<file path="src/rtl/alu_seq.sv">
// ---------------------------------------------------------------------------
// alu_seq : registered LegV8 ALU with valid/ready handshakes.
//   Single-cycle AND/ORR/EOR/NOR/ADD/SUB/PASS-B. MUL is an iterative
//   shift-and-add that retires MUL_STEP multiplier bits per cycle.
//   Produces full NZCV flags. The zero flag feeds CBZ/CBNZ.
//
//   Optional feature: define ALU_SHIFT_EN to enable LSL (1001) and LSR (1010).
//   Without it, those opcodes are illegal and return result=0, zero=1.
//
// Ports
//   clock, reset        rising-edge clock, async active-high reset
//   in_valid/in_ready   operation handshake (op, a, b, shamt)
//   out_valid/out_ready result handshake (single-entry output buffer)
//   result              registered WIDTH-bit result
//   zero/negative/carry/overflow  registered NZCV flags
//   busy                high while a MUL is iterating
//
// Parameters
//   WIDTH     operand width, 8..64, a multiple of MUL_STEP
//   MUL_STEP  multiplier bits retired per MUL cycle (1, 2 or 4)
// ---------------------------------------------------------------------------
module alu_seq #(
   parameter int unsigned WIDTH    = 64,
   parameter int unsigned MUL_STEP = 1
) (
   input  logic                     clock,
   input  logic                     reset,
   input  logic                     in_valid,
   output logic                     in_ready,
   input  logic [3:0]               op,
   input  logic [WIDTH-1:0]         a,
   input  logic [WIDTH-1:0]         b,
   input  logic [$clog2(WIDTH)-1:0] shamt,
   output logic                     out_valid,
   input  logic                     out_ready,
   output logic [WIDTH-1:0]         result,
   output logic                     zero,
   output logic                     negative,
   output logic                     carry,
   output logic                     overflow,
   output logic                     busy
);

   localparam int unsigned W2    = 2 * WIDTH;
   localparam int unsigned WP1   = WIDTH + 1;
   localparam int unsigned STEPS = WIDTH / MUL_STEP;
   localparam int unsigned CNT_W = $clog2(STEPS);

   localparam logic [0:0] S_IDLE = 1'b0;
   localparam logic [0:0] S_MUL  = 1'b1;

   localparam logic [3:0] OP_AND  = 4'b0000;
   localparam logic [3:0] OP_ORR  = 4'b0001;
   localparam logic [3:0] OP_ADD  = 4'b0010;
   localparam logic [3:0] OP_EOR  = 4'b0011;
   localparam logic [3:0] OP_SUB  = 4'b0110;
   localparam logic [3:0] OP_PASS = 4'b0111;
   localparam logic [3:0] OP_MUL  = 4'b1000;
   localparam logic [3:0] OP_NOR  = 4'b1100;
`ifdef ALU_SHIFT_EN
   localparam logic [3:0] OP_LSL  = 4'b1001;
   localparam logic [3:0] OP_LSR  = 4'b1010;
`else
   // shamt only matters when the shifter is built in
   logic unused_shamt;
   assign unused_shamt = ^shamt;
`endif

   logic [0:0]       state, state_next;
   logic [W2-1:0]    mcand, mcand_next;
   logic [WIDTH-1:0] mplier, mplier_next;
   logic [W2-1:0]    acc, acc_next;
   logic [CNT_W-1:0] cnt, cnt_next;

   logic [WIDTH-1:0] result_next;
   logic             zero_next, negative_next, carry_next, overflow_next;
   logic             out_valid_next, busy_next;

   logic [WIDTH-1:0] add_b, alu_res;
   logic [WIDTH:0]   add_sum;
   logic             is_sub, alu_c, alu_v;
   logic [W2-1:0]    partial, acc_sum;
   logic             mul_last;

   // Single-entry output buffer: accept only when idle and the slot is free or draining
   assign in_ready = (state == S_IDLE) && (!out_valid || out_ready);
   assign mul_last = (cnt == CNT_W'(STEPS - 1));

   // Single-cycle datapath; SUB is a + ~b + 1 so carry=1 means no borrow
   always_comb begin
      is_sub  = (op == OP_SUB);
      add_b   = is_sub ? ~b : b;
      add_sum = {1'b0, a} + {1'b0, add_b} + WP1'(is_sub);
      alu_res = '0;
      alu_c   = 1'b0;
      alu_v   = 1'b0;
      case (op)
         OP_AND:  alu_res = a & b;
         OP_ORR:  alu_res = a | b;
         OP_EOR:  alu_res = a ^ b;
         OP_NOR:  alu_res = ~(a | b);
         OP_PASS: alu_res = b;
         OP_ADD, OP_SUB: begin
            alu_res = add_sum[WIDTH-1:0];
            alu_c   = add_sum[WIDTH];
            // same-sign operands producing an opposite-sign sum
            alu_v   = (a[WIDTH-1] == add_b[WIDTH-1]) && (alu_res[WIDTH-1] != a[WIDTH-1]);
         end
`ifdef ALU_SHIFT_EN
         OP_LSL:  alu_res = a << shamt;
         OP_LSR:  alu_res = a >> shamt;
`endif
         default: alu_res = '0;
      endcase
   end

   // One MUL iteration: add the multiplicand shifted by each set bit of the current digit
   always_comb begin
      partial = '0;
      for (int unsigned j = 0; j < MUL_STEP; j++) begin
         if (mplier[j]) partial = partial + (mcand << j);
      end
      acc_sum = acc + partial;
   end

   // Next-state and registered-output logic
   always_comb begin
      state_next     = state;
      mcand_next     = mcand;
      mplier_next    = mplier;
      acc_next       = acc;
      cnt_next       = cnt;
      result_next    = result;
      zero_next      = zero;
      negative_next  = negative;
      carry_next     = carry;
      overflow_next  = overflow;
      out_valid_next = out_valid;

      if (out_valid && out_ready) out_valid_next = 1'b0;

      case (state)
         S_IDLE: begin
            if (in_valid && in_ready) begin
               if (op == OP_MUL) begin
                  mcand_next  = W2'(a);
                  mplier_next = b;
                  acc_next    = '0;
                  cnt_next    = '0;
                  state_next  = S_MUL;
               end else begin
                  result_next    = alu_res;
                  zero_next      = (alu_res == '0);
                  negative_next  = alu_res[WIDTH-1];
                  carry_next     = alu_c;
                  overflow_next  = alu_v;
                  out_valid_next = 1'b1;
               end
            end
         end
         S_MUL: begin
            acc_next    = acc_sum;
            mcand_next  = mcand << MUL_STEP;
            mplier_next = mplier >> MUL_STEP;
            cnt_next    = cnt + CNT_W'(1);
            if (mul_last) begin
               result_next    = acc_sum[WIDTH-1:0];
               zero_next      = (acc_sum[WIDTH-1:0] == '0);
               negative_next  = acc_sum[WIDTH-1];
               carry_next     = 1'b0;
               overflow_next  = |acc_sum[W2-1:WIDTH];
               out_valid_next = 1'b1;
               state_next     = S_IDLE;
            end
         end
         default: state_next = S_IDLE;
      endcase

      busy_next = (state_next == S_MUL);
   end

   // State and output registers
   always_ff @(posedge clock or posedge reset) begin
      if (reset) begin
         state     <= S_IDLE;
         mcand     <= '0;
         mplier    <= '0;
         acc       <= '0;
         cnt       <= '0;
         result    <= '0;
         zero      <= 1'b0;
         negative  <= 1'b0;
         carry     <= 1'b0;
         overflow  <= 1'b0;
         out_valid <= 1'b0;
         busy      <= 1'b0;
      end else begin
         state     <= state_next;
         mcand     <= mcand_next;
         mplier    <= mplier_next;
         acc       <= acc_next;
         cnt       <= cnt_next;
         result    <= result_next;
         zero      <= zero_next;
         negative  <= negative_next;
         carry     <= carry_next;
         overflow  <= overflow_next;
         out_valid <= out_valid_next;
         busy      <= busy_next;
      end
   end

endmodule
</file>
<file path="config.mk">
export PLATFORM = sky130hd
export DESIGN_NAME = alu_seq
export DESIGN_NICKNAME = d
export VERILOG_FILES = /design/src/rtl/alu_seq.sv
export SDC_FILE = /design/constraint.sdc
export NUM_CORES = 2
export LEC_CHECK = 0
export BUFFER_PORTS_ARGS = -buffer_cell sky130_fd_sc_hd__buf_2
export CAP_MARGIN = 20
export CORE_UTILIZATION = 45
export DETAILED_ROUTE_END_ITERATION = 10
export GPL_ROUTABILITY_DRIVEN = 0
export HOLD_SLACK_MARGIN = 0.1
export PLACE_DENSITY_LB_ADDON = 0.15
export SLEW_MARGIN = 0
export SYNTH_ARGS = -nofsm -noshare
export SYNTH_HDL_FRONTEND = slang
export SYNTH_SLANG_ARGS = --single-unit
</file>
<file path="constraint.sdc">
create_clock -name clock -period 14.7 [get_ports clock]
set_clock_uncertainty 0.2 [all_clocks]
set_input_delay 0.735 -clock clock [delete_from_list [all_inputs] [get_ports clock]]
set_output_delay 0.735 -clock clock [all_outputs]
set_load 0.02 [all_outputs]
</file>
==> qor.csv <==
metric,value,unit
cp_data_arrival_time,7.38,ns
cts.sinks,395,
slowest_delay,0.70,ns
cp-end-kind,flip-flop,
maxSlewViolCount,0,
rows,102,
routed_wirelength,122,mm
dr_total_vias,34400,
maxCapViolCount,0,
pin_count,213,
cts_root_buf,clkbuf_16,
hold_violations,0,
synthCells,4496,
setup-tns-final,0,ns
dp_cells,5491,
start_util,45.4,%
cts_hold_buf,0,
cts_buffers,48,
track_usage,30.5,%
synth_fp_nets,4974,
dieHeight,281,um
synth.avg_cell_area,7.80,um2
status,"complete, no violations",
htreeDepth,2,
routedWlPerCell,21.9,um
max_freq,141,MHz
die_w,281,um
grt_pass1_vias,32800,
worst_pin_slew,1.12,ns
syn_to_final_growth,8.99,%
drive_gt1_share,8.46,%
start_kind,input port,
ctsResizeCount,0,
tritoncts,yes,
path_cells,buf_2 -> buf_4 -> nand4bb_4 -> buf_4 -> xnor2_1 -> ha_1 -> a21oi_1 -> a21o_1 -> a21oi_1 -> a311oi_1 -> nand3_1 -> nor4_1 -> o2111ai_1 -> nor4b_1 -> nand4_1 -> or4_1 -> nor3_1 -> nand4_1 -> o31ai_1,
leakage,0.0171,uW
synth_flop_cell,dfrtp_1,
drt_iter0_drc,3787,
p_per_area,149,nW/um2
slew_headroom,24.5,%
setup_violations,0,
ys_ff_latch,395,
drc,0,
path_clk_slew,0.06,ns
n_fill_cell,7807,
grt-ovfl-total,0,
cts_setup_buffers,0,
path_max_fanout,52,
synth.distinct_cells,96,
synth-seq-area-share,28.2,%
critical_path_class,input port to flip-flop,
grt_pass1_wl,190,mm
synth_edf_count,0,
grt_max_degree,162,
period_needed,7.07,ns
multiInputGateArea,23500,um2
post-route-period-util,48.1,%
first_pass_iters,8,
ant_nets,0,
critPathSlowestCell,a311oi_1,
irDropWorstVdd,0.127,mV
yosys_warnings,0,
port_buffers,206,
ys_async_sr_fraction,100,%
syn_area,35100,um2
vias_per_cell,6.16,
stdcell_count,5585,
core,77300,um2
seqCellArea,9890,um2
clockBufferDepth,3,
final_nets,4980,
antenna_found_initial,5,
clock_latency,0.61,ns
rsz0062_at_grt,false,
dp.final_hpwl,93.6,mm
min_path_type,input port to asynchronous set/reset pin,
dieArea,79100,um2
required,15.01,ns
## per-stage QoR
| step | power, uW | area, um2 | utilization (%) | hold WS [ns] | setup slack (ns) |
|---|---|---|---|---|---|
| 5_1_grt | 6060 | 38200 | 49.4 | 0.148 | 7.43 |
| 6_report | 5680 | 38200 | 49.4 | 0.0522 | 7.63 |
| 2_1_floorplan | 3640 | 35100 | - | 0.250 | 2.78 |
| 4_1_cts | 5680 | 38200 | 49.4 | 0.112 | 7.77 |
| 3_3_place_gp | 4400 | 36600 | 47.3 | 0.267 | 7.14 |
| 3_5_place_dp | 4440 | 36600 | 47.3 | 0.270 | 7.12 |
## flip-flops by register name (all words and copies together) (netlist names)
register   flops
acc          128
zero           1
negative       1
mplier        64
carry          1
state          1
overflow       1
mcand        128
result        63
out_valid      1
cnt            6
## Yosys cell counts (7+ instances only)
library cell	count	area, um2
nand2_1	725	2720
dfrtp_1	395	9880
nor2_1	381	1430
a21oi_1	363	1820
ha_1	334	4180
o21ai_0	301	1510
clkbuf_1	236	886
inv_1	176	661
xnor2_1	161	1410
and2_1	132	826
a221o_1	131	1310
nand4_1	100	626
o211ai_1	97	728
xor2_1	85	744
a21o_1	76	571
nand3_1	64	320
o21a_1	63	473
nor3_1	60	300
o21ai_1	41	205
a31oi_1	39	244
o21bai_1	37	278
nor4_1	35	219
a22oi_1	31	233
a222oi_1	29	290
buf_1	28	105
a221oi_1	27	236
a211oi_1	24	180
o22ai_1	19	119
nor2b_1	18	113
or2_2	17	106
or4_1	17	128
and3_1	16	100
mux2i_1	15	150
nand2b_1	15	93.8
o221ai_1	14	123
o31ai_1	14	105
or3_1	12	75.1
a21boi_0	11	82.6
a22o_1	11	96.3
a31o_2	9	78.8
and4_1	8	70.1
o31a_1	8	70.1
a2111oi_0	7	61.3
## report_power, final
part	total, uW	switching [uW]	internal, uW	leakage (uW)
clock network	1220	506	709	0.000770
registers	1880	341	1530	0.00511
logic	2590	1660	930	0.0112
## kinds of logic (layout without fill, tap and decap cells)
| kind of cell | Yosys count | count (layout) | synth area share, % |
|---|---|---|---|
| simple gates | 1623 | 1623 | 20.9 |
| compound gates | 1421 | 1421 | 27.1 |
| buf+inv | 459 | 503 | 5.16 |
| flops | 395 | 395 | 28.2 |
| fa+ha+maj | 336 | 336 | 12.0 |
| xor+xnor | 246 | 246 | 6.14 |
| mux | 16 | 16 | 0.460 |
| other cells | 0 | 5 | 0 |
## routing by layer
layer / GRT usage (%) / vias up / part of all wire (%) / routed length [um]
li1: - / 16300 / - / -
met1: 42.3 / 16500 / 45 / 54800
met2: 48.1 / 1396 / 45 / 54500
met3: 3.43 / 289 / 6.4 / 7770
met4: 12.1 / 2 / 4.4 / 5340
met5: 0 / - / 0.0090 / 11
## path summary, 6_finish.rpt
path	start	endpoint	slack, ns	depth (start not counted)
worst min-delay path	reset	cnt[5]$_DFFE_PP0P_	0.05	2
max in group asynchronous	reset	result[56]$_DFFE_PP0P_	12.82	3
min in group clock	result[59]$_DFFE_PP0P_	result[59]$_DFFE_PP0P_	0.28	1
worst min register to register	result[59]$_DFFE_PP0P_	result[59]$_DFFE_PP0P_	0.28	1
worst max-delay path	op[1]	zero$_DFFE_PP0P_	7.63	19
worst max register to register	mplier[0]$_DFFE_PP0P_	overflow$_DFFE_PP0P_	7.71	16
## critical path: cells and delay by family
kind	cells	cell delay (ns)
XOR/XNOR	1	0.30
AND/OR/NAND/NOR	8	3.16
AO/OA/AOI/OAI	6	1.62
buffers and inverters	3	1.22
adder cells (fa/ha/maj)	1	0.29
## area by class of cell
type,instances,share of cell area [%]
multi-input cells,3642,61.4
flip-flops and latches,395,25.9
clock buffers,71,3.63
repair buffers,238,3.42
well taps,1040,3.40
inverters,177,1.76
clock inverters,17,0.501
diodes,5,0.0327
## cells in the final DEF, fill, tap and decap left out, types with 76 or more instances in the layout
master      n
buf_2     206
and2_1    132
inv_1     175
ha_1      334
nor2_1    379
a21o_1     76
nand2_1   725
o211ai_1   97
xnor2_1   161
dfrtp_1   393
nand4_1   100
a221o_1   131
xor2_1     85
o21ai_0   301
a21oi_1   363
Note: power is estimated with default switching activity, not from simulation.
